$ cat src/rtl/aes_sched_pkg.sv
// aes_sched_pkg
//   Shared types and constants for the AES job scheduler slice.
//   - sched_state_t : scheduler FSM encoding (VSTART/VWAIT exist only for
//                     the round-trip self-check build, AES_ROUNDTRIP_CHECK_EN)
//   - OP_ENC/OP_DEC : selected-operation flag values
//   - AES_BLK_W     : AES block width in bits
package aes_sched_pkg;

    localparam int AES_BLK_W = 128;

    localparam logic OP_ENC = 1'b0;
    localparam logic OP_DEC = 1'b1;

    typedef enum logic [2:0] {
        IDLE,
        START,
        WAIT,
        RESULT,
        VSTART,
        VWAIT
    } sched_state_t;

endpackage

$ cat src/rtl/rr_arbiter2.sv
// rr_arbiter2
//   Two-requester round-robin arbiter. Grant is combinational from req and
//   the registered priority pointer; the pointer moves to the side opposite
//   the grant whenever update is asserted with a grant present.
// Ports:
//   clock  : system clock, rising edge
//   reset  : asynchronous, active-high; pointer favours req[0]
//   req    : request vector, bit 0 = write path, bit 1 = read path
//   update : commit the current grant (advance the pointer)
//   grant  : one-hot grant (or zero when no request)
module rr_arbiter2 (
    input  logic       clock,
    input  logic       reset,
    input  logic [1:0] req,
    input  logic       update,
    output logic [1:0] grant
);

    // 0: req[0] wins a tie, 1: req[1] wins a tie
    logic ptr_q;

    always_comb begin
        grant = '0;
        case (req)
            2'b01:   grant = 2'b01;
            2'b10:   grant = 2'b10;
            2'b11:   grant = ptr_q ? 2'b10 : 2'b01;
            default: grant = '0;
        endcase
    end

    always_ff @(posedge clock or posedge reset) begin
        if (reset) begin
            ptr_q <= 1'b0;
        end else if (update && (grant != 2'b00)) begin
            // after granting side 0, favour side 1 next time, and vice versa
            ptr_q <= grant[0];
        end
    end

endmodule

$ cat src/rtl/aes_job_scheduler.sv
// aes_job_scheduler
//   Sequences the shared AES encrypt/decrypt cores for two requesters: the
//   SD write path (encrypt) and the SD read path (decrypt). One operation is
//   in flight at a time: round-robin grant, one-cycle core start pulse,
//   wait for the rising edge of done under a timeout, capture Dout, and hold
//   the result until the requester accepts it.
//
//   Optional build macro AES_ROUNDTRIP_CHECK_EN: after each encryption the
//   ciphertext is decrypted again and compared with the plaintext; a
//   mismatch sets the sticky roundtrip_err output. wr_res_valid rises only
//   once that check has finished.
//
// Ports:
//   clock, reset                 : clock (rising edge), async active-high reset
//   key                          : AES key, wired straight to the cores' key_in
//                                  outside this block
//   wr_req/wr_data/wr_ack        : encrypt request, plaintext, 1-cycle accept
//   wr_res_valid/ready/wr_res    : ciphertext result handshake
//   rd_req/rd_data/rd_ack        : decrypt request, ciphertext, 1-cycle accept
//   rd_res_valid/ready/rd_res    : plaintext result handshake
//   enc_start/enc_din            : encrypt core start pulse and input block
//   enc_done/enc_dout            : encrypt core completion and output block
//   dec_start/dec_din            : decrypt core start pulse and input block
//   dec_done/dec_dout            : decrypt core completion and output block
//   busy                         : high in every state except IDLE
//   err_timeout                  : sticky, set when a core fails to finish
//   roundtrip_err                : (AES_ROUNDTRIP_CHECK_EN only) sticky
//                                  round-trip mismatch flag
import aes_sched_pkg::*;

module aes_job_scheduler #(
    parameter int TIMEOUT_CYCLES = 1024,
    parameter int TO_W           = 11
) (
    input  logic                 clock,
    input  logic                 reset,
    input  logic [AES_BLK_W-1:0] key,
    input  logic                 wr_req,
    input  logic [AES_BLK_W-1:0] wr_data,
    output logic                 wr_ack,
    output logic                 wr_res_valid,
    input  logic                 wr_res_ready,
    output logic [AES_BLK_W-1:0] wr_res,
    input  logic                 rd_req,
    input  logic [AES_BLK_W-1:0] rd_data,
    output logic                 rd_ack,
    output logic                 rd_res_valid,
    input  logic                 rd_res_ready,
    output logic [AES_BLK_W-1:0] rd_res,
    output logic                 enc_start,
    output logic [AES_BLK_W-1:0] enc_din,
    input  logic                 enc_done,
    input  logic [AES_BLK_W-1:0] enc_dout,
    output logic                 dec_start,
    output logic [AES_BLK_W-1:0] dec_din,
    input  logic                 dec_done,
    input  logic [AES_BLK_W-1:0] dec_dout,
    output logic                 busy,
    output logic                 err_timeout
`ifdef AES_ROUNDTRIP_CHECK_EN
    ,
    output logic                 roundtrip_err
`endif
);

    sched_state_t state_q, state_d;

    logic                 op_q;
    logic [TO_W-1:0]      cnt_q;
    logic                 done_q;
    logic [AES_BLK_W-1:0] enc_din_q, dec_din_q;
    logic [AES_BLK_W-1:0] wr_res_q, rd_res_q;
    logic                 wr_res_valid_q, rd_res_valid_q;
    logic                 err_timeout_q;
`ifdef AES_ROUNDTRIP_CHECK_EN
    logic                 roundtrip_err_q;
    logic                 v_done;
`endif

    logic [1:0]           arb_gnt;
    logic                 arb_update;

    logic                 sel_done;
    logic [AES_BLK_W-1:0] sel_dout;
    logic                 done_rise;
    logic                 cnt_last;

    logic                 arm;
    logic                 tick;
    logic                 op_done;
    logic                 op_to;
    logic                 handshake;

    // The key bypasses this block; it is listed here only so the port set
    // mirrors the core interface.
    logic unused_key;
    assign unused_key = ^key;

    rr_arbiter2 u_arb (
        .clock  (clock),
        .reset  (reset),
        .req    ({rd_req, wr_req}),
        .update (arb_update),
        .grant  (arb_gnt)
    );

    assign arb_update = (state_q == IDLE);

    // Done/Dout of whichever core the current phase is waiting on.
    always_comb begin
        if (op_q == OP_DEC) begin
            sel_done = dec_done;
            sel_dout = dec_dout;
        end else begin
            sel_done = enc_done;
            sel_dout = enc_dout;
        end
`ifdef AES_ROUNDTRIP_CHECK_EN
        if ((state_q == VSTART) || (state_q == VWAIT)) begin
            sel_done = dec_done;
            sel_dout = dec_dout;
        end
`endif
    end

    // Edge detect so a done left high by the previous op is not taken as
    // completion of the new one.
    assign done_rise = sel_done && !done_q;
    assign cnt_last  = (cnt_q == TO_W'(TIMEOUT_CYCLES - 1));

    always_ff @(posedge clock or posedge reset) begin
        if (reset) begin
            state_q <= IDLE;
        end else begin
            state_q <= state_d;
        end
    end

    always_comb begin
        state_d   = state_q;
        wr_ack    = 1'b0;
        rd_ack    = 1'b0;
        enc_start = 1'b0;
        dec_start = 1'b0;
        arm       = 1'b0;
        tick      = 1'b0;
        op_done   = 1'b0;
        op_to     = 1'b0;
        handshake = 1'b0;
`ifdef AES_ROUNDTRIP_CHECK_EN
        v_done    = 1'b0;
`endif
        case (state_q)
            IDLE: begin
                if (arb_gnt[0]) begin
                    wr_ack  = 1'b1;
                    state_d = START;
                end else if (arb_gnt[1]) begin
                    rd_ack  = 1'b1;
                    state_d = START;
                end
            end
            START: begin
                arm = 1'b1;
                if (op_q == OP_ENC) begin
                    enc_start = 1'b1;
                end else begin
                    dec_start = 1'b1;
                end
                state_d = WAIT;
            end
            WAIT: begin
                tick = 1'b1;
                if (done_rise) begin
                    op_done = 1'b1;
`ifdef AES_ROUNDTRIP_CHECK_EN
                    state_d = (op_q == OP_ENC) ? VSTART : RESULT;
`else
                    state_d = RESULT;
`endif
                end else if (cnt_last) begin
                    op_to   = 1'b1;
                    state_d = RESULT;
                end
            end
            RESULT: begin
                if (op_q == OP_ENC) begin
                    handshake = wr_res_ready && wr_res_valid_q;
                end else begin
                    handshake = rd_res_ready && rd_res_valid_q;
                end
                if (handshake) begin
                    state_d = IDLE;
                end
            end
`ifdef AES_ROUNDTRIP_CHECK_EN
            VSTART: begin
                arm       = 1'b1;
                dec_start = 1'b1;
                state_d   = VWAIT;
            end
            VWAIT: begin
                tick = 1'b1;
                if (done_rise) begin
                    v_done  = 1'b1;
                    state_d = RESULT;
                end else if (cnt_last) begin
                    op_to   = 1'b1;
                    state_d = RESULT;
                end
            end
`endif
            default: begin
                state_d = IDLE;
            end
        endcase
    end

    always_ff @(posedge clock or posedge reset) begin
        if (reset) begin
            op_q            <= OP_ENC;
            cnt_q           <= '0;
            done_q          <= 1'b0;
            enc_din_q       <= '0;
            dec_din_q       <= '0;
            wr_res_q        <= '0;
            rd_res_q        <= '0;
            wr_res_valid_q  <= 1'b0;
            rd_res_valid_q  <= 1'b0;
            err_timeout_q   <= 1'b0;
`ifdef AES_ROUNDTRIP_CHECK_EN
            roundtrip_err_q <= 1'b0;
`endif
        end else begin
            if (wr_ack) begin
                op_q      <= OP_ENC;
                enc_din_q <= wr_data;
            end
            if (rd_ack) begin
                op_q      <= OP_DEC;
                dec_din_q <= rd_data;
            end

            if (arm) begin
                cnt_q  <= '0;
                done_q <= sel_done;
            end
            if (tick) begin
                cnt_q  <= cnt_q + TO_W'(1);
                done_q <= sel_done;
            end

            if (op_done) begin
                if (op_q == OP_ENC) begin
                    wr_res_q <= sel_dout;
`ifdef AES_ROUNDTRIP_CHECK_EN
                    // ciphertext goes back through the decrypt core before
                    // the write path sees it
                    dec_din_q <= sel_dout;
`else
                    wr_res_valid_q <= 1'b1;
`endif
                end else begin
                    rd_res_q       <= sel_dout;
                    rd_res_valid_q <= 1'b1;
                end
            end

`ifdef AES_ROUNDTRIP_CHECK_EN
            if (v_done) begin
                wr_res_valid_q <= 1'b1;
                if (sel_dout != enc_din_q) begin
                    roundtrip_err_q <= 1'b1;
                end
            end
`endif

            if (op_to) begin
                err_timeout_q <= 1'b1;
                if (op_q == OP_ENC) begin
                    wr_res_q       <= '0;
                    wr_res_valid_q <= 1'b1;
                end else begin
                    rd_res_q       <= '0;
                    rd_res_valid_q <= 1'b1;
                end
            end

            if (handshake) begin
                if (op_q == OP_ENC) begin
                    wr_res_valid_q <= 1'b0;
                end else begin
                    rd_res_valid_q <= 1'b0;
                end
            end
        end
    end

    assign busy         = (state_q != IDLE);
    assign enc_din      = enc_din_q;
    assign dec_din      = dec_din_q;
    assign wr_res       = wr_res_q;
    assign rd_res       = rd_res_q;
    assign wr_res_valid = wr_res_valid_q;
    assign rd_res_valid = rd_res_valid_q;
    assign err_timeout  = err_timeout_q;
`ifdef AES_ROUNDTRIP_CHECK_EN
    assign roundtrip_err = roundtrip_err_q;
`endif

endmodule

$ cat config.mk
export PLATFORM = sky130hd
export DESIGN_NAME = aes_job_scheduler
export DESIGN_NICKNAME = d
export VERILOG_FILES = /design/src/rtl/aes_sched_pkg.sv /design/src/rtl/rr_arbiter2.sv /design/src/rtl/aes_job_scheduler.sv
export SDC_FILE = /design/constraint.sdc
export NUM_CORES = 1
export LEC_CHECK = 0
export ABC_AREA = 1
export CAP_MARGIN = 20
export CORE_AREA = 2 2 452 454
export DETAILED_ROUTE_END_ITERATION = 7
export DIE_AREA = 0 0 454 456
export PLACE_DENSITY = 0.31
export SETUP_SLACK_MARGIN = 0.15
export SLEW_MARGIN = 25
export SYNTH_ARGS = -nofsm -noshare
export SYNTH_HDL_FRONTEND = slang
export SYNTH_SLANG_ARGS = --single-unit
$ cat constraint.sdc
create_clock -name clock -period 18.4 [get_ports clock]
set_input_delay 3.68 -clock clock [delete_from_list [all_inputs] [get_ports clock]]
set_output_delay 3.68 -clock clock [all_outputs]
set_load 0.03 [all_outputs]
==> metrics.cfg <==
[status]
outcome=complete, no violations

[pwr]
power_density_nw_per_um2=190.8
leakagePower_nw=16.68
vdd_drop_max_v=0.00006103

[clocking]
cts_root_buf=clkbuf_16
ctsResizeCount=0
numCtsBuffers=80
cts_setup_buffers=0
clockBufferDepth=3
cts_tree=built
h-tree-depth=3
cts.reportedPaths.clkPinSlew_ns=0.06
postCtsHoldBufs=0
clock_latency_ns=0.69
cts_sinks=531

[timing]
finalClockSkew_ns=0.01973
worst_pin_slew_ns=0.9944
period_share=0.5241
finalSetupViolCount=0
slew_viol_final=0
setup_tns_ns=0
timing.slew.headroom=0.3371
fmax_ghz=0.1037
period_needed_ns=9.644
hold_viol=0
rsz0062_at_grt=no

[placement]
hpwl_mm=86.13
dpl_cell_area_um2=33610
place_congestion=0.7868
io_buffers=1039

[grt]
grt_pass1_wl_mm=159.6
overflow=0
grt_antenna_before_repair=47
grt_usage=0.1093
grt_pass1_vias=19330
grt_max_degree=110

[synthesis]
yosysUniqueCellTypes=23
yosys_warnings=0
synth.avg_cell_area_um2=8.826
ys_seq_elements=531
postSynthCellCount=2301
ys_seq_area_frac=0.6543
syn_area_um2=20310
synth_fp_nets=2954

[floorplan]
ios=1168
coreArea_um2=201700
dieWidth_um=454
placementRows=165
die_y_um=456
die_area_um2=207000
start_util=0.1007

[drt]
drt_wl_total_mm=116.0
drt_iter0_markers=871
drt-vias-per-instance=3.105
ant_nets=0
drc=0
wl_per_cell_um=19.10
vias=18850
dr.pass1.iters=4

[cells_and_area]
drive_gt1_frac=0.04759
fillers=22560
final_nets=3982
fin_area_um2=36280
layout-area-overhead-vs-synth_pct=78.66

[critical_path]
critPathKind=input pin to output port
path_max_fanout=32
cp.arrival_ns=5.96
cp_slowest_cell=clkdlybuf4s50_1
end_kind=output port
required_ns=14.72
cpMostUsedCell=clkdlybuf4s50_1
cp-start-kind=input pin
path_cells=clkdlybuf4s50_1 > nand2_1 > nand3_4 > inv_4 > clkdlybuf4s50_1
max_stage_delay_ns=0.75

[run]
cap_violations=0

[min_path]
holdCritPathClass=flop to flop

-- where the power goes --
| group | switching [W] | leakage [nW] | internal, W |
|---|---|---|---|
| sequential | 0.000297 | 6.70 | 0.00171 |
| combinational | 0.00211 | 8.70 | 0.00123 |
| clock | 0.000630 | 1.28 | 0.000949 |
-- synthesized netlist by cell type (all sizes together) --
cell       n  area, um2
nand3     10      55.05
xor2       1      8.760
inv       24      90.09
dfrtp    531      13290
o21bai     2      15.01
nor3       7      35.03
o211a      1      10.01
nand4      1      6.260
a21oi     10      53.80
o21ai      7      35.03
clkbuf    45      168.9
buf       70      508.0
ha         5      62.56
nor2      22      87.58
nand2   1565       5884
-- metal layers --
layer	track usage	part of all wire	routed length, um	vias to the layer above
li1	-	-	-	9018
met1	0.1160	0.37	43040	8939
met2	0.1912	0.51	58720	656
met3	0.04569	0.087	10080	190
met4	0.04099	0.033	3830	44
met5	0	0.0025	288	-
-- layout make-up --
cell class / count / area (um2) / area share
Antenna cell: 15 / 37.54 / 0.001035
Clock inverter: 24 / 270.3 / 0.007449
Tap cell: 2672 / 3343 / 0.09214
Inverter: 24 / 98.84 / 0.002724
Timing Repair Buffer: 1061 / 10610 / 0.2924
Multi-Input combinational cell: 1631 / 6299 / 0.1736
Clock buffer: 112 / 2336 / 0.06438
Sequential cell: 531 / 13290 / 0.3662
-- layout by cell type (no fill, tap or decap), types with 2 or more instances in the layout --
master,n
a21oi_1,9
buf_12,2
nor2_1,17
nor2_2,2
o21ai_0,7
clkinvlp_4,5
inv_4,2
dfrtp_1,531
nand2_4,2
clkbuf_8,15
nor3_1,7
inv_1,19
bufinv_16,5
nand3_1,8
o21bai_1,2
clkinv_2,11
nand2_1,1561
nor2_4,3
inv_6,4
inv_2,2
diode_2,15
ha_1,5
nand2_2,2
clkdlybuf4s50_1,1039
buf_4,19
clkbuf_1,14
clkbuf_16,83
-- cells by family after synthesis --
logic type | after synthesis | synth area share
buf+inv | 139 | 0.03777
fa+ha+maj | 5 | 0.003081
compound gates | 20 | 0.005606
xor+xnor | 1 | 0.0004314
simple gates | 1605 | 0.2988
flops | 531 | 0.6543
-- critical path: cells and delay by family --
kind,cells,cell delay [ns]
buffers and inverters,3,1.67
and+or+nand+nor,2,0.54
-- final timing paths --
kind,cells past startpoint,slack [ns],start,to
setup / recovery,5,8.76,rd_req,wr_ack
hold / removal,2,0.47,dec_din[8],dec_din[8]
setup reg to reg,8,14.78,state_q[1],enc_din[45]
hold reg to reg,2,0.47,dec_din[8],dec_din[8]
max in group asynchronous,6,11.65,reset,asynchronous set/reset pin
min in group asynchronous,2,3.49,reset,asynchronous set/reset pin
-- through the flow --
| step | util | power, W | instances | hold slack (ns) | worst slack, ns |
|---|---|---|---|---|---|
| finish | 0.1799 | 0.006922 | 6070 | 0.4656 | 8.756 |
| CTS | 0.1796 | 0.007126 | 6054 | 0.4710 | 8.561 |
| global placement | 0.1666 | 0.005449 | 5918 | 0.4531 | 8.568 |
| detailed placement | 0.1666 | 0.005449 | 5918 | 0.4572 | 8.570 |
| global route | 0.1798 | 0.007365 | 6067 | 0.4830 | 8.522 |
| floorplan | - | 0.003722 | 2301 | 0.4679 | 7.502 |
Note: power is estimated with default switching activity, not from simulation.
